--- src/rtl/uart_pkg.sv ---
`default_nettype none
// +----------------------------------------------------------------------+
// | Module  : uart_pkg                                                   |
// | Brief   : Shared types and helpers for the UART transmitter family   |
// | Revision: 1.0                                                        |
// +----------------------------------------------------------------------+
package uart_pkg;

  typedef enum logic [1:0] {
    PAR_NONE = 2'd0,
    PAR_EVEN = 2'd1,
    PAR_ODD  = 2'd2
  } parity_e;

  typedef enum logic [2:0] {
    IDLE   = 3'd0,
    START  = 3'd1,
    DATA   = 3'd2,
    PARITY = 3'd3,
    STOP   = 3'd4
  } tx_state_e;

  // Wide enough for up to 9 data bits or 2 stop bits.
  localparam int BIT_CNT_W = $clog2(10);

  function automatic int frame_bits(input int data_bits, input int parity, input int stop_bits);
    return 1 + data_bits + ((parity != 0) ? 1 : 0) + stop_bits;
  endfunction

endpackage
`default_nettype wire

--- src/rtl/uart_tx_fifo_if.sv ---
`default_nettype none
// +----------------------------------------------------------------------+
// | Module  : uart_tx_fifo_if                                            |
// | Brief   : AXI-Stream style ready/valid word channel                  |
// | Revision: 1.0                                                        |
// +----------------------------------------------------------------------+
interface uart_tx_fifo_if #(
  parameter int DATA_BITS = 8
);
  logic                 tvalid;
  logic [DATA_BITS-1:0] tdata;
  logic                 tready;

  modport master (output tvalid, output tdata, input tready);
  modport slave  (input tvalid, input tdata, output tready);
endinterface
`default_nettype wire

--- src/rtl/uart_tx_fifo_sync_fifo.sv ---
`default_nettype none
// +----------------------------------------------------------------------+
// | Module  : sync_fifo                                                  |
// | Brief   : Single-clock FIFO with full/empty/count, async reset       |
// | Revision: 1.0                                                        |
// +----------------------------------------------------------------------+
module sync_fifo #(
  parameter int WIDTH = 8,
  parameter int DEPTH = 4
) (
  input  wire logic                       clk,
  input  wire logic                       rst,
  input  wire logic                       wr_en_i,
  input  wire logic [WIDTH-1:0]           wr_data_i,
  input  wire logic                       rd_en_i,
  output logic      [WIDTH-1:0]           rd_data_o,
  output logic                            full_o,
  output logic                            empty_o,
  output logic      [$clog2(DEPTH+1)-1:0] count_o
);

  localparam int PTR_W = $clog2(DEPTH);
  localparam int CNT_W = $clog2(DEPTH+1);

  logic [WIDTH-1:0] mem_q [DEPTH];
  logic [PTR_W-1:0] wr_ptr_q, rd_ptr_q;
  logic [CNT_W-1:0] count_q;
  logic             do_push, do_pop;

  assign full_o    = (count_q == CNT_W'(DEPTH));
  assign empty_o   = (count_q == '0);
  assign count_o   = count_q;
  assign rd_data_o = mem_q[rd_ptr_q];
  assign do_push   = wr_en_i && !full_o;
  assign do_pop    = rd_en_i && !empty_o;

  // Pointers wrap naturally because DEPTH is a power of two.
  always_ff @(posedge clk or posedge rst) begin
    if (rst) begin
      wr_ptr_q <= '0;
      rd_ptr_q <= '0;
      count_q  <= '0;
    end else begin
      if (do_push) wr_ptr_q <= wr_ptr_q + 1'b1;
      if (do_pop)  rd_ptr_q <= rd_ptr_q + 1'b1;
      case ({do_push, do_pop})
        2'b10:   count_q <= count_q + 1'b1;
        2'b01:   count_q <= count_q - 1'b1;
        default: count_q <= count_q;
      endcase
    end
  end

  always_ff @(posedge clk) begin
    if (do_push) mem_q[wr_ptr_q] <= wr_data_i;
  end

endmodule
`default_nettype wire

--- src/rtl/uart_tx_fifo.sv ---
`default_nettype none
// +----------------------------------------------------------------------+
// | Module  : uart_tx_fifo                                               |
// | Brief   : FIFO-buffered UART transmitter, back-to-back framing       |
// | Revision: 1.0                                                        |
// +----------------------------------------------------------------------+
module uart_tx_fifo
  import uart_pkg::*;
#(
  parameter int NCLKS_PER_BIT = 217,
  parameter int DATA_BITS     = 8,
  parameter int PARITY        = 0,
  parameter int STOP_BITS     = 1,
  parameter int FIFO_DEPTH    = 4
) (
  input  wire logic                            clk,
  input  wire logic                            rst,
  uart_tx_fifo_if.slave                        axis_in,
  output logic                                 tx_data,
  output logic                                 tx_busy,
  output logic                                 tx_done,
  output logic [$clog2(FIFO_DEPTH+1)-1:0]      fifo_count
);

  localparam int                   BAUD_W    = $clog2(NCLKS_PER_BIT);
  localparam logic [BAUD_W-1:0]    BAUD_LAST = BAUD_W'(NCLKS_PER_BIT - 1);
  localparam logic [BIT_CNT_W-1:0] DATA_LAST = BIT_CNT_W'(DATA_BITS - 1);
  localparam logic [BIT_CNT_W-1:0] STOP_LAST = BIT_CNT_W'(STOP_BITS - 1);
  localparam parity_e              PAR_MODE  = parity_e'(PARITY);

  tx_state_e              state_q, state_d;
  logic [BAUD_W-1:0]      baud_q, baud_d;
  logic [BIT_CNT_W-1:0]   bit_q, bit_d;
  logic [DATA_BITS-1:0]   shift_q, shift_d;
  logic                   par_q, par_d;
  logic                   tx_q, tx_d;
  logic                   pop;
  logic                   bit_end;
  logic                   fifo_full, fifo_empty;
  logic [DATA_BITS-1:0]   fifo_rdata;

  sync_fifo #(
    .WIDTH (DATA_BITS),
    .DEPTH (FIFO_DEPTH)
  ) u_fifo (
    .clk       (clk),
    .rst       (rst),
    .wr_en_i   (axis_in.tvalid),
    .wr_data_i (axis_in.tdata),
    .rd_en_i   (pop),
    .rd_data_o (fifo_rdata),
    .full_o    (fifo_full),
    .empty_o   (fifo_empty),
    .count_o   (fifo_count)
  );

  assign axis_in.tready = !fifo_full;
  assign bit_end        = (baud_q == BAUD_LAST);
  assign tx_data        = tx_q;
  assign tx_busy        = (state_q != IDLE);

  always_ff @(posedge clk or posedge rst) begin
    if (rst) begin
      state_q <= IDLE;
      baud_q  <= '0;
      bit_q   <= '0;
      shift_q <= '0;
      par_q   <= 1'b0;
      tx_q    <= 1'b1;
    end else begin
      state_q <= state_d;
      baud_q  <= baud_d;
      bit_q   <= bit_d;
      shift_q <= shift_d;
      par_q   <= par_d;
      tx_q    <= tx_d;
    end
  end

  always_comb begin
    state_d = state_q;
    baud_d  = (state_q == IDLE || bit_end) ? '0 : baud_q + 1'b1;
    bit_d   = bit_q;
    shift_d = shift_q;
    par_d   = par_q;
    tx_d    = tx_q;
    pop     = 1'b0;
    tx_done = 1'b0;

    case (state_q)
      IDLE: begin
        tx_d = 1'b1;
        pop  = !fifo_empty;
      end
      START: begin
        if (bit_end) begin
          state_d = DATA;
          bit_d   = '0;
          tx_d    = shift_q[0];
        end
      end
      DATA: begin
        if (bit_end) begin
          par_d   = par_q ^ shift_q[0];
          shift_d = shift_q >> 1;
          if (bit_q == DATA_LAST) begin
            bit_d = '0;
            if (PAR_MODE == PAR_NONE) begin
              state_d = STOP;
              tx_d    = 1'b1;
            end else begin
              // The local PARITY parameter hides the state name, hence the scope.
              state_d = uart_pkg::PARITY;
              tx_d    = (PAR_MODE == PAR_ODD) ? ~(par_q ^ shift_q[0]) : (par_q ^ shift_q[0]);
            end
          end else begin
            bit_d = bit_q + 1'b1;
            tx_d  = shift_d[0];
          end
        end
      end
      uart_pkg::PARITY: begin
        if (bit_end) begin
          state_d = STOP;
          bit_d   = '0;
          tx_d    = 1'b1;
        end
      end
      STOP: begin
        tx_d = 1'b1;
        if (bit_end) begin
          if (bit_q == STOP_LAST) begin
            tx_done = 1'b1;
            pop     = !fifo_empty;
            state_d = IDLE;
            bit_d   = '0;
          end else begin
            bit_d = bit_q + 1'b1;
          end
        end
      end
      default: begin
        state_d = IDLE;
        tx_d    = 1'b1;
      end
    endcase

    // Loading the next word is shared by the idle start and back-to-back paths.
    if (pop) begin
      state_d = START;
      shift_d = fifo_rdata;
      par_d   = 1'b0;
      bit_d   = '0;
      tx_d    = 1'b0;
    end
  end

endmodule
`default_nettype wire

--- src/flat_wrapper.sv ---
// flat-port wrapper written by rule: the top's interface ports become plain ports
module uart_tx_fifo_flat import uart_pkg::*;
#(
  parameter int NCLKS_PER_BIT = 217,
  parameter int DATA_BITS     = 8,
  parameter int PARITY        = 0,
  parameter int STOP_BITS     = 1,
  parameter int FIFO_DEPTH    = 4
)
  (clk, rst, tx_data, tx_busy, tx_done, fifo_count, axis_in_tvalid, axis_in_tdata, axis_in_tready);
  uart_tx_fifo_if #(.DATA_BITS(DATA_BITS)) axis_in_i ();
  input  wire logic clk;
  input  wire logic rst;
  output logic tx_data;
  output logic tx_busy;
  output logic tx_done;
  output logic [$clog2(FIFO_DEPTH+1)-1:0] fifo_count;
  input wire logic [$bits(axis_in_i.tvalid)-1:0] axis_in_tvalid;
  input wire logic [$bits(axis_in_i.tdata)-1:0] axis_in_tdata;
  output wire logic [$bits(axis_in_i.tready)-1:0] axis_in_tready;
  assign axis_in_i.tvalid = axis_in_tvalid;
  assign axis_in_i.tdata = axis_in_tdata;
  assign axis_in_tready = axis_in_i.tready;
  uart_tx_fifo #(.NCLKS_PER_BIT(NCLKS_PER_BIT), .DATA_BITS(DATA_BITS), .PARITY(PARITY), .STOP_BITS(STOP_BITS), .FIFO_DEPTH(FIFO_DEPTH)) u_core (.clk(clk), .rst(rst), .axis_in(axis_in_i), .tx_data(tx_data), .tx_busy(tx_busy), .tx_done(tx_done), .fifo_count(fifo_count));
endmodule
--- config.mk ---
export PLATFORM = sky130hd
export DESIGN_NAME = uart_tx_fifo_flat
export DESIGN_NICKNAME = d
export VERILOG_FILES = /design/src/rtl/uart_pkg.sv /design/src/rtl/uart_tx_fifo_if.sv /design/src/rtl/uart_tx_fifo_sync_fifo.sv /design/src/rtl/uart_tx_fifo.sv /design/src/flat_wrapper.sv
export SDC_FILE = /design/constraint.sdc
export NUM_CORES = 1
export LEC_CHECK = 0
export CELL_PAD_IN_SITES_DETAIL_PLACEMENT = 0
export CELL_PAD_IN_SITES_GLOBAL_PLACEMENT = 1
export CORE_MARGIN = 2
export CORE_UTILIZATION = 35
export DETAILED_ROUTE_END_ITERATION = 10
export GPL_ROUTABILITY_DRIVEN = 0
export GPL_TIMING_DRIVEN = 0
export PLACE_DENSITY_LB_ADDON = 0.1
export SLEW_MARGIN = 10
export SYNTH_ARGS = -nofsm -noshare
export SYNTH_HDL_FRONTEND = slang
export SYNTH_SLANG_ARGS = --single-unit
export TNS_END_PERCENT = 1
--- constraint.sdc ---
create_clock -name clk -period 2.7 [get_ports clk]
set_input_delay 0.54 -clock clk [delete_from_list [all_inputs] [get_ports clk]]
set_output_delay 0.54 -clock clk [all_outputs]
set_load 0.005 [all_outputs]
==> results of run 1 <==
final cells by class:
type                    count  share of cell area [%]
repair buffers             25                   6.814
clock buffers              10                   3.583
flip-flops and latches     63                   48.82
inverters                  13                   1.370
plain buffers               5                  0.9484
clock inverters             6                   1.335
multi-input cells         125                   33.44
well taps                 105                   3.688
stage by stage:
stage          setup WS [ns]  utilization [%]
2_1_floorplan         0.1720                -
3_3_place_gp         -0.1921            39.84
3_5_place_dp         -0.2181            39.84
4_1_cts             0.004556            42.41
5_1_grt             -0.02975            43.35
6_report              0.1114            43.35
power groups by stage:
stage | Sequential, mW | Clock [mW] | Combinational [mW]
finish | 1.44 | 0.717 | 1.06
global route | 1.48 | 0.792 | 1.18
CTS | 1.45 | 0.751 | 1.04
detailed placement | 1.47 | 0 | 1.01
global placement | 1.47 | 0 | 1.01
floorplan | 1.43 | 0 | 0.762
kinds of logic (layout without fill, tap and decap cells):
family,count (synthesis),in the layout,share of synthesized area [%]
AND/OR/NAND/NOR,61,61,13.18
flip-flops,63,63,58.48
adder cells (fa/ha/maj),10,10,4.463
buffers and inverters,19,59,2.905
XOR/XNOR,12,12,3.537
AO/OA/AOI/OAI,17,17,3.916
multiplexers,25,25,13.52
registers in the layout, summed over array words and instances (netlist names):
register	count
u_core.baud_q	8
u_core.bit_q	4
u_core.shift_q	8
u_core.state_q	3
u_core.tx_data	1
u_core.u_fifo.count_o	3
u_core.u_fifo.mem_q	32
u_core.u_fifo.rd_ptr_q	2
u_core.u_fifo.wr_ptr_q	2
cell usage in the layout, fill, tap and decap left out, types with 2 or more instances in the layout:
cell type and instances:
clkinv_4 4, inv_2 4, nor2_1 15, xor2_1 7, buf_2 2, clkbuf_8 9, clkdlybuf4s50_1 17, mux2_4 8
and3_1 7, a21oi_1 6, nor2b_1 3, buf_4 8, ha_1 7, mux4_2 8, edfxtp_1 32, xnor2_1 5
inv_1 9, nor3_1 2, nand2b_1 3, nand3_1 8, nand3b_1 2, o32ai_1 2, dfrtp_1 29, nand2_1 4
o21ai_0 4, mux2_1 8, nand4_1 2
worst max-delay path, cell delays in order (launching register included):
cell and delay (ns):
dfrtp_1 0.40, inv_2 0.08, ha_2 0.17, or3b_4 0.40
o31ai_4 0.29, nand3_2 0.13, inv_2 0.11, ha_4 0.13
inv_1 0.05, fa_2 0.33, xor2_1 0.15, nor2_1 0.12
xor2_1 0.15
per-layer routing:
metal | part of all wire [%] | up-vias | GRT usage (%)
li1 | - | 833 | -
met1 | 47 | 802 | 16.03
met3 | 3.9 | 10 | 4.855
met4 | 1.7 | 0 | 4.762
met2 | 48 | 28 | 20.02
met5 | 0 | - | 0
repair_timing:
item,in CTS,in global routing
buffers inserted,3,5
setup endpoints to repair,3,2
pin swaps,1,3
resized for setup,6,9
worst paths after layout:
check	from	endpoint	slack [ns]	depth (start not counted)
worst max-delay path	u_core.bit_q[0]$_DFFE_PP0P_	u_core.u_fifo.count_o[2]$_DFFE_PP0P_	0.11	12
worst min-delay path	u_core.baud_q[0]$_DFF_PP0_	u_core.baud_q[0]$_DFF_PP0_	0.48	1
worst max register to register	u_core.bit_q[0]$_DFFE_PP0P_	u_core.u_fifo.count_o[2]$_DFFE_PP0P_	0.11	12
worst min register to register	u_core.baud_q[0]$_DFF_PP0_	u_core.baud_q[0]$_DFF_PP0_	0.48	1
max in group asynchronous	rst	u_core.baud_q[0]$_DFF_PP0_	1.60	2
min in group asynchronous	rst	u_core.baud_q[2]$_DFF_PP0_	0.63	2
==> run summary, run 1 <==
CTS buffer count: 9
Crit end category: register
Port buffer count: 17
Sequential fraction of the synthesis area: 58.48%
Leak: 1.475 nW
Non-filler cells in the finished layout: 352
Startpoint Class: register
Library cells used by synthesis: 46
Post-synth ARST share: 49.21%
EDFF count, synth: 32
Synth top area share: 32.34%
Mapped Nets: 228
Number of H-tree levels: 3
Total negative slack: 0 ns
Mapped Area: 2972 sq um
Gr ovfl total: 0
Initial Util: 36.17%
Hold_ws: 0.4841 ns
Final setup violating endpoints: 0
Status: completed
Period utilisation layout: 95.88%
Worst ir drop on vdd: 0.0004181 V
Synth area leader: edfxtp_1
Sequential cell area: 1739 sq um
Warnings from Yosys: 0
First-pass GRT wire length: 8549 microns
CTS max path bufs: 2
Clock network latency to the later pin of the worst-skew pair: 0.33 ns
Row Count: 33
Layout cells sized above 1: 27.13%
Multi-input logic area: 1191 sq um
Hold_buf cts: 0
Post-DRT Antenna Nets: 0
Clock tree from TritonCTS: done
Post-Route WL: 5177 microns
Switching Share: 30.92%
Mapped Avg Cell Area: 14.36 sq um
Core ar.: 8217 sq um
Predominant post-synthesis flop cell: edfxtp_1
Final min period: 2.589 ns
Mapped Cells: 207
#FFs+latches synth: 63
Post-route DRC violation count: 0
Estimated wirelength of the detail-placed design: 3423 microns
Unrepaired setup endpoints after global routing: yes
Crit Path Category: register to register
Antenna cells: 0
DR iter-0 viols: 51
Clock share of power: 22.3%
Die Y: 96.14 microns
CP required: 2.95 ns
Area post-placement: 3273 sq um
Fill cell count: 764
Final Net Count: 263
Count leader, synth: edfxtp_1
Comb pwr share: 32.8%
Worst Path Max Fanout: 3
Skew final: 0.01069 ns
CTS sink count: 63
Sw Pwr: 993.6 uW
Final instance area: 3562 sq um
Final Hold Viols: 0
Actual slew at the worst max-slew pin: 0.6839 ns
Area grow syn2layout: 19.87%
Top cells by area, synth: edfxtp_1 (32%), dfrtp_1 (25%), mux4_2 (6.1%)
Top cells by count, synth: edfxtp_1 (32), dfrtp_1 (30), nor2_1 (16)
Worst hold path type: register to register
Data arrival, critical path: 2.84 ns
Sequential power share: 44.8%
Max-slew violations: 0
GRT Total Usage: 12.77%
# IOs: 18
Slew margin rel.: 54.34%
Power consumption: 3.213 mW
Total of max-cap violations: 0
Largest net degree at the start of global routing: 32
DR vias: 1673
Wire length per cell: 14.71 microns
P_int: 2.219 mW
Fmax: 0.3863 GHz
Vias in the first global route: 1671
Pre-Repair DR Iteration Count: 4
Clk root buf: clkbuf_8
PwrDens: 901.9 nW/um^2
Clock-pin slew on the worst setup and hold paths: 0.07 ns
Via density: 4.753
Die area: 9243 sq um
Placed Cells: 329
Initial antenna violation count: 0
Die width: 96.14 microns
Note: power is estimated with default switching activity, not from simulation.
==> inputs of run 2 (changes only) <==
==> constraint.sdc (replaced) <==
create_clock -name clk -period 2.7 [get_ports clk]
set_input_delay 0.54 -clock clk [delete_from_list [all_inputs] [get_ports clk]]
set_output_delay 0.54 -clock clk [all_outputs]
set_load 0.05 [all_outputs]
==> run 2 against run 1 <==
Net effect: total power increased by 4.6%; register-to-register slack improved by 0.03 ns; clock skew decreased by 0.0059 ns; hold slack improved by 0.028 ns; fmax increased by 1.1%; critical path type unchanged; critical endpoint unchanged; largest cell class unchanged; largest power group unchanged; highest routed layer unchanged.
==> run summary, run 2 (synthesized netlist as in run 1, its figures left out) <==
Area grow syn2layout: 18.95%
Number of H-tree levels: 3
Switching Share: 34.45%
Buffers & Inverters on Critical Path: 3
Most common cell after layout, fill and taps aside: edfxtp_1
Max reg flops: 32
Leak: 1.456 nW
Post-DRT Antenna Nets: 0
Clock share of power: 22.4%
Hold_ws: 0.5121 ns
DR iter-0 viols: 24
Worst ir drop on vdd: 0.0004775 V
Max-slew violations: 0
Via density: 4.782
Period utilisation layout: 94.83%
Final Hold Viols: 0
Hold endpoint: u_core.u_fifo.count_o[0]$_DFFE_PP0P_
Slowest stage delay, CP: 0.41 ns
Skew final: 0.004815 ns
Total of max-cap violations: 0
CP required: 2.96 ns
Status: completed
Commonest cells after routing, fill and taps aside: edfxtp_1 (32), dfrtp_1 (30), clkdlybuf4s50_1 (16)
Crit Path Category: register to register
FF-to-FF setup slack: 0.14 ns
R2R depth: 12
Sequential power share: 43.0%
Actual slew at the worst max-slew pin: 0.6828 ns
Clock tree from TritonCTS: done
Top reg by flops: u_core.u_fifo.mem_q
Sw Pwr: 1.158 mW
Dpl ws: -0.2157 ns
DR vias: 1669
Initial antenna violation count: 0
Row Count: 33
Gr ovfl total: 0
Estimated wirelength of the detail-placed design: 3445 microns
Worst hold path type: register to register
Core ar.: 8217 sq um
Wire length per cell: 14.55 microns
Comb pwr share: 34.6%
P_int: 2.204 mW
Die width: 96.14 microns
Largest net degree at the start of global routing: 32
Hold Path Origin: u_core.u_fifo.count_o[0]$_DFFE_PP0P_
Power consumption: 3.362 mW
CP max-delay cell: dfrtp_1
Slew margin rel.: 54.41%
Clock network latency to the later pin of the worst-skew pair: 0.33 ns
Final min period: 2.560 ns
CP delay by family, top: simple AND/OR/NAND/NOR gates
Die area: 9243 sq um
Worst r2r src: u_core.bit_q[0]$_DFFE_PP0P_
PwrDens: 951.1 nW/um^2
Data arrival, critical path: 2.82 ns
Post-Route WL: 5078 microns
Largest regs: u_core.u_fifo.mem_q (32), u_core.baud_q (8), u_core.shift_q (8)
# IOs: 18
Critical R2R Capture: u_core.u_fifo.count_o[2]$_DFFE_PP0P_
Cells on Worst Hold Path: 1
CTS max path bufs: 2
CTS sink count: 63
Hold_buf cts: 0
Antenna cells: 0
Post-route setup slack: 0.1395 ns
First-pass GRT wire length: 8556 microns
GRT Total Usage: 12.50%
Worst Path Max Fanout: 3
Unrepaired setup endpoints after global routing: yes
Total negative slack: 0 ns
Vias in the first global route: 1708
Final Net Count: 260
Clk root buf: clkbuf_8
Final setup violating endpoints: 0
Port buffer count: 17
Post-route DRC violation count: 0
Critical path startpoint: u_core.bit_q[0]$_DFFE_PP0P_
Pre-Repair DR Iteration Count: 4
Core Util, Final: 43.02%
Fmax: 0.3905 GHz
Startpoint Class: register
Die Y: 96.14 microns
Crit end category: register
Worst-path cell chain: inv_2 > ha_4 > or3b_4 > o31ai_4 > nand3_2 > inv_2 > ha_4 > inv_1 > fa_2 > xor2_1 > nor2_1 > xor2_1
Layout cells sized above 1: 25.82%
Clock-pin slew on the worst setup and hold paths: 0.08 ns
CTS buffer count: 9
Initial Util: 36.17%
-- run 2: power by group through the flow --
stage | Combinational (mW) | Clock (mW) | Sequential, mW
6_report | 1.16 | 0.752 | 1.45
5_1_grt | 1.29 | 0.828 | 1.49
4_1_cts | 1.17 | 0.782 | 1.45
3_5_place_dp | 1.16 | 0 | 1.47
3_3_place_gp | 1.16 | 0 | 1.47
2_1_floorplan | 0.800 | 0 | 1.53
-- run 2: layout make-up --
class                           instances  area (sq um)
Buffer                                  6         37.54
Clock buffer                            9         123.9
Clock inverter                          7         55.05
Fill cell                             774          4682
Inverter                               13         48.80
Multi-Input combinational cell        125          1199
Sequential cell                        63          1738
Tap cell                              105         131.4
Timing Repair Buffer                   21         201.4
-- run 2: worst max path at each step --
stage                                           endpoint  slack (ns)  cells past startpoint
global route        u_core.u_fifo.count_o[2]$_DFFE_PP0P_       -0.03                     12
detailed placement  u_core.u_fifo.count_o[2]$_DFFE_PP0P_       -0.22                     12
floorplan           u_core.u_fifo.count_o[2]$_DFFE_PP0P_        0.17                     12
CTS                 u_core.u_fifo.count_o[2]$_DFFE_PP0P_       0.009                     12
finish              u_core.u_fifo.count_o[2]$_DFFE_PP0P_        0.14                     12
global placement    u_core.u_fifo.count_o[2]$_DFFE_PP0P_       -0.20                     12
-- run 2: worst reg2reg max path: stages (launching register included) --
cell and delay, ns:
dfrtp_1 0.41, inv_2 0.10, ha_4 0.13, or3b_4 0.39, o31ai_4 0.28, nand3_2 0.13
inv_2 0.12, ha_4 0.14, inv_1 0.05, fa_2 0.33, xor2_1 0.15, nor2_1 0.13
xor2_1 0.15
-- run 2: metrics by stage --
stage	instances	area (sq um)
5_1_grt	349	3535
3_3_place_gp	329	3278
6_report	349	3535
4_1_cts	346	3468
2_1_floorplan	207	2977
3_5_place_dp	329	3278
-- run 2: metal layers --
layer	wire length, microns	track usage, %
met1	2431	16.54
met5	0	0
met4	91	5.714
met2	2391	19.56
met3	163	2.819
-- run 2: what timing repair did --
action                                  4_1_cts  5_1_grt
setup buffers                                 1        3
endpoints found under the setup margin        3        2
gates cloned                                  0        0
pin swaps                                     0        4
resized for setup                             7       13
==> inputs of run 3 (changes only) <==
--- a/config.mk
+++ b/config.mk
@@ -5,10 +5,11 @@
 export SDC_FILE = /design/constraint.sdc
 export NUM_CORES = 1
 export LEC_CHECK = 0
+export ABC_CLOCK_PERIOD_IN_PS = 2700
 export CELL_PAD_IN_SITES_DETAIL_PLACEMENT = 0
 export CELL_PAD_IN_SITES_GLOBAL_PLACEMENT = 1
 export CORE_MARGIN = 2
-export CORE_UTILIZATION = 35
+export CORE_UTILIZATION = 44
 export DETAILED_ROUTE_END_ITERATION = 10
 export GPL_ROUTABILITY_DRIVEN = 0
 export GPL_TIMING_DRIVEN = 0
==> run 3 against run 2 <==
Net effect: sequential share of layout area increased by 0.80 points; flip-flop and latch count unchanged; wire length rose by 3.7%; critical endpoint unchanged; highest routed layer unchanged.
==> run summary, run 3 (synthesized netlist as in run 1, its figures left out) <==
Actual slew at the worst max-slew pin: 0.6798 ns
Max-slew violations: 0
DR vias: 1706
Top reg by flops: u_core.u_fifo.mem_q
Clock network latency to the later pin of the worst-skew pair: 0.33 ns
Core Util, Final: 53.86%
Period utilisation layout: 94.74%
Die Y: 86.18 microns
GRT Total Usage: 15.56%
Post-route setup slack: 0.1419 ns
DR iter-0 viols: 96
Gr ovfl total: 0
Status: completed
Skew final: 0.007972 ns
Clk root buf: clkbuf_8
Post-Route WL: 5264 microns
Slew margin rel.: 54.61%
Number of H-tree levels: 3
CP required: 2.96 ns
First-pass GRT wire length: 8680 microns
Hold_ws: 0.5258 ns
Pre-Repair DR Iteration Count: 4
Die width: 86.18 microns
Crit Path Category: register to register
Area grow syn2layout: 17.05%
Max reg flops: 32
Largest net degree at the start of global routing: 32
Worst hold path type: register to register
Fmax: 0.3909 GHz
Unrepaired setup endpoints after global routing: no
Core ar.: 6459 sq um
Initial Util: 46.01%
Largest regs: u_core.u_fifo.mem_q (32), u_core.baud_q (8), u_core.shift_q (8)
Data arrival, critical path: 2.82 ns
Layout cells sized above 1: 23.97%
Final min period: 2.558 ns
Crit end category: register
Row Count: 29
Final setup violating endpoints: 0
Wire length per cell: 16.50 microns
Clock-pin slew on the worst setup and hold paths: 0.07 ns
Via density: 5.348
Port buffer count: 17
CTS buffer count: 9
Total of max-cap violations: 0
Initial antenna violation count: 0
Clock tree from TritonCTS: done
Power consumption: 3.426 mW
Die area: 7427 sq um
Worst Path Max Fanout: 3
Leak: 1.443 nW
Worst ir drop on vdd: 0.0006096 V
Antenna cells: 0
Startpoint Class: register
PwrDens: 984.9 nW/um^2
Final Net Count: 258
Post-route DRC violation count: 0
Final Hold Viols: 0
# IOs: 18
Dpl ws: -0.1570 ns
Most common cell after layout, fill and taps aside: edfxtp_1
CTS sink count: 63
Vias in the first global route: 1775
Commonest cells after routing, fill and taps aside: edfxtp_1 (32), dfrtp_1 (30), nor2_1 (16), clkdlybuf4s50_1 (16)
CTS max path bufs: 2
Estimated wirelength of the detail-placed design: 3619 microns
Post-DRT Antenna Nets: 0
Hold_buf cts: 0
-- run 3: changes by cell type in the layout (fill, tap and decap cells not counted), sizes merged --
cell      previous run  this run
buf                  9         6
clkinv               1         2
bufinv               0         1
inv                 17        13
clkinvlp             2         3
clkbuf              11        13
-- run 3: what timing repair did --
item,in CTS,in global routing
gates cloned,0,0
pin swaps,1,3
endpoints found under the setup margin,3,3
gates resized for setup,4,12
buffers inserted,0,2
-- run 3: final cells by class --
class | instances | area (sq um)
fill | 534 | 2980
sequential | 63 | 1738
multi-input combinational | 125 | 1186
timing repair buffer | 19 | 182.7
clock buffer | 10 | 127.6
tap | 77 | 96.34
clock inverter | 6 | 61.31
inverter | 13 | 48.80
buffer | 6 | 37.54
-- run 3: per-stage QoR --
stage	instances	instance area, sq um	setup TNS [ns]
2_1_floorplan	207	2977	0
3_3_place_gp	301	3243	-0.1197
3_5_place_dp	301	3243	-0.2209
4_1_cts	317	3433	-0.09774
5_1_grt	319	3478	0
6_report	319	3478	0
-- run 3: worst max-delay path, cell delays in order, from the launching register on --
cell	delay, ns
dfrtp_1	0.41
inv_2	0.08
ha_2	0.17
or3b_4	0.40
o31ai_4	0.26
nand3_2	0.13
inv_2	0.11
ha_4	0.14
inv_1	0.05
fa_2	0.32
xor2_1	0.15
nor2_1	0.13
xor2_1	0.15
-- run 3: routing by layer --
| metal | wire length, microns | track usage [%] | vias to the layer above |
|---|---|---|---|
| met2 | 2506 | 23.68 | 26 |
| li1 | - | - | 814 |
| met5 | 0 | 0 | - |
| met1 | 2534 | 21.21 | 858 |
| met3 | 137 | 4.095 | 8 |
| met4 | 85 | 6.818 | 0 |
-- run 3: power by group --
part           switching (mW)  internal, mW  total (mW)
logic                   0.612         0.566        1.18
clock network           0.367         0.421       0.789
registers               0.162          1.30        1.46
-- run 3: worst paths after layout --
path / slack, ns / cells after the start / end / from
max in group asynchronous: 1.63 / 2 / u_core.baud_q[0]$_DFF_PP0_ / rst
min: 0.53 / 1 / u_core.u_fifo.count_o[0]$_DFFE_PP0P_ / u_core.u_fifo.count_o[0]$_DFFE_PP0P_
max reg2reg: 0.14 / 12 / u_core.u_fifo.count_o[2]$_DFFE_PP0P_ / u_core.bit_q[0]$_DFFE_PP0P_
min reg2reg: 0.53 / 1 / u_core.u_fifo.count_o[0]$_DFFE_PP0P_ / u_core.u_fifo.count_o[0]$_DFFE_PP0P_
min in group asynchronous: 0.63 / 2 / u_core.baud_q[2]$_DFF_PP0_ / rst
max: 0.14 / 12 / u_core.u_fifo.count_o[2]$_DFFE_PP0P_ / u_core.bit_q[0]$_DFFE_PP0P_
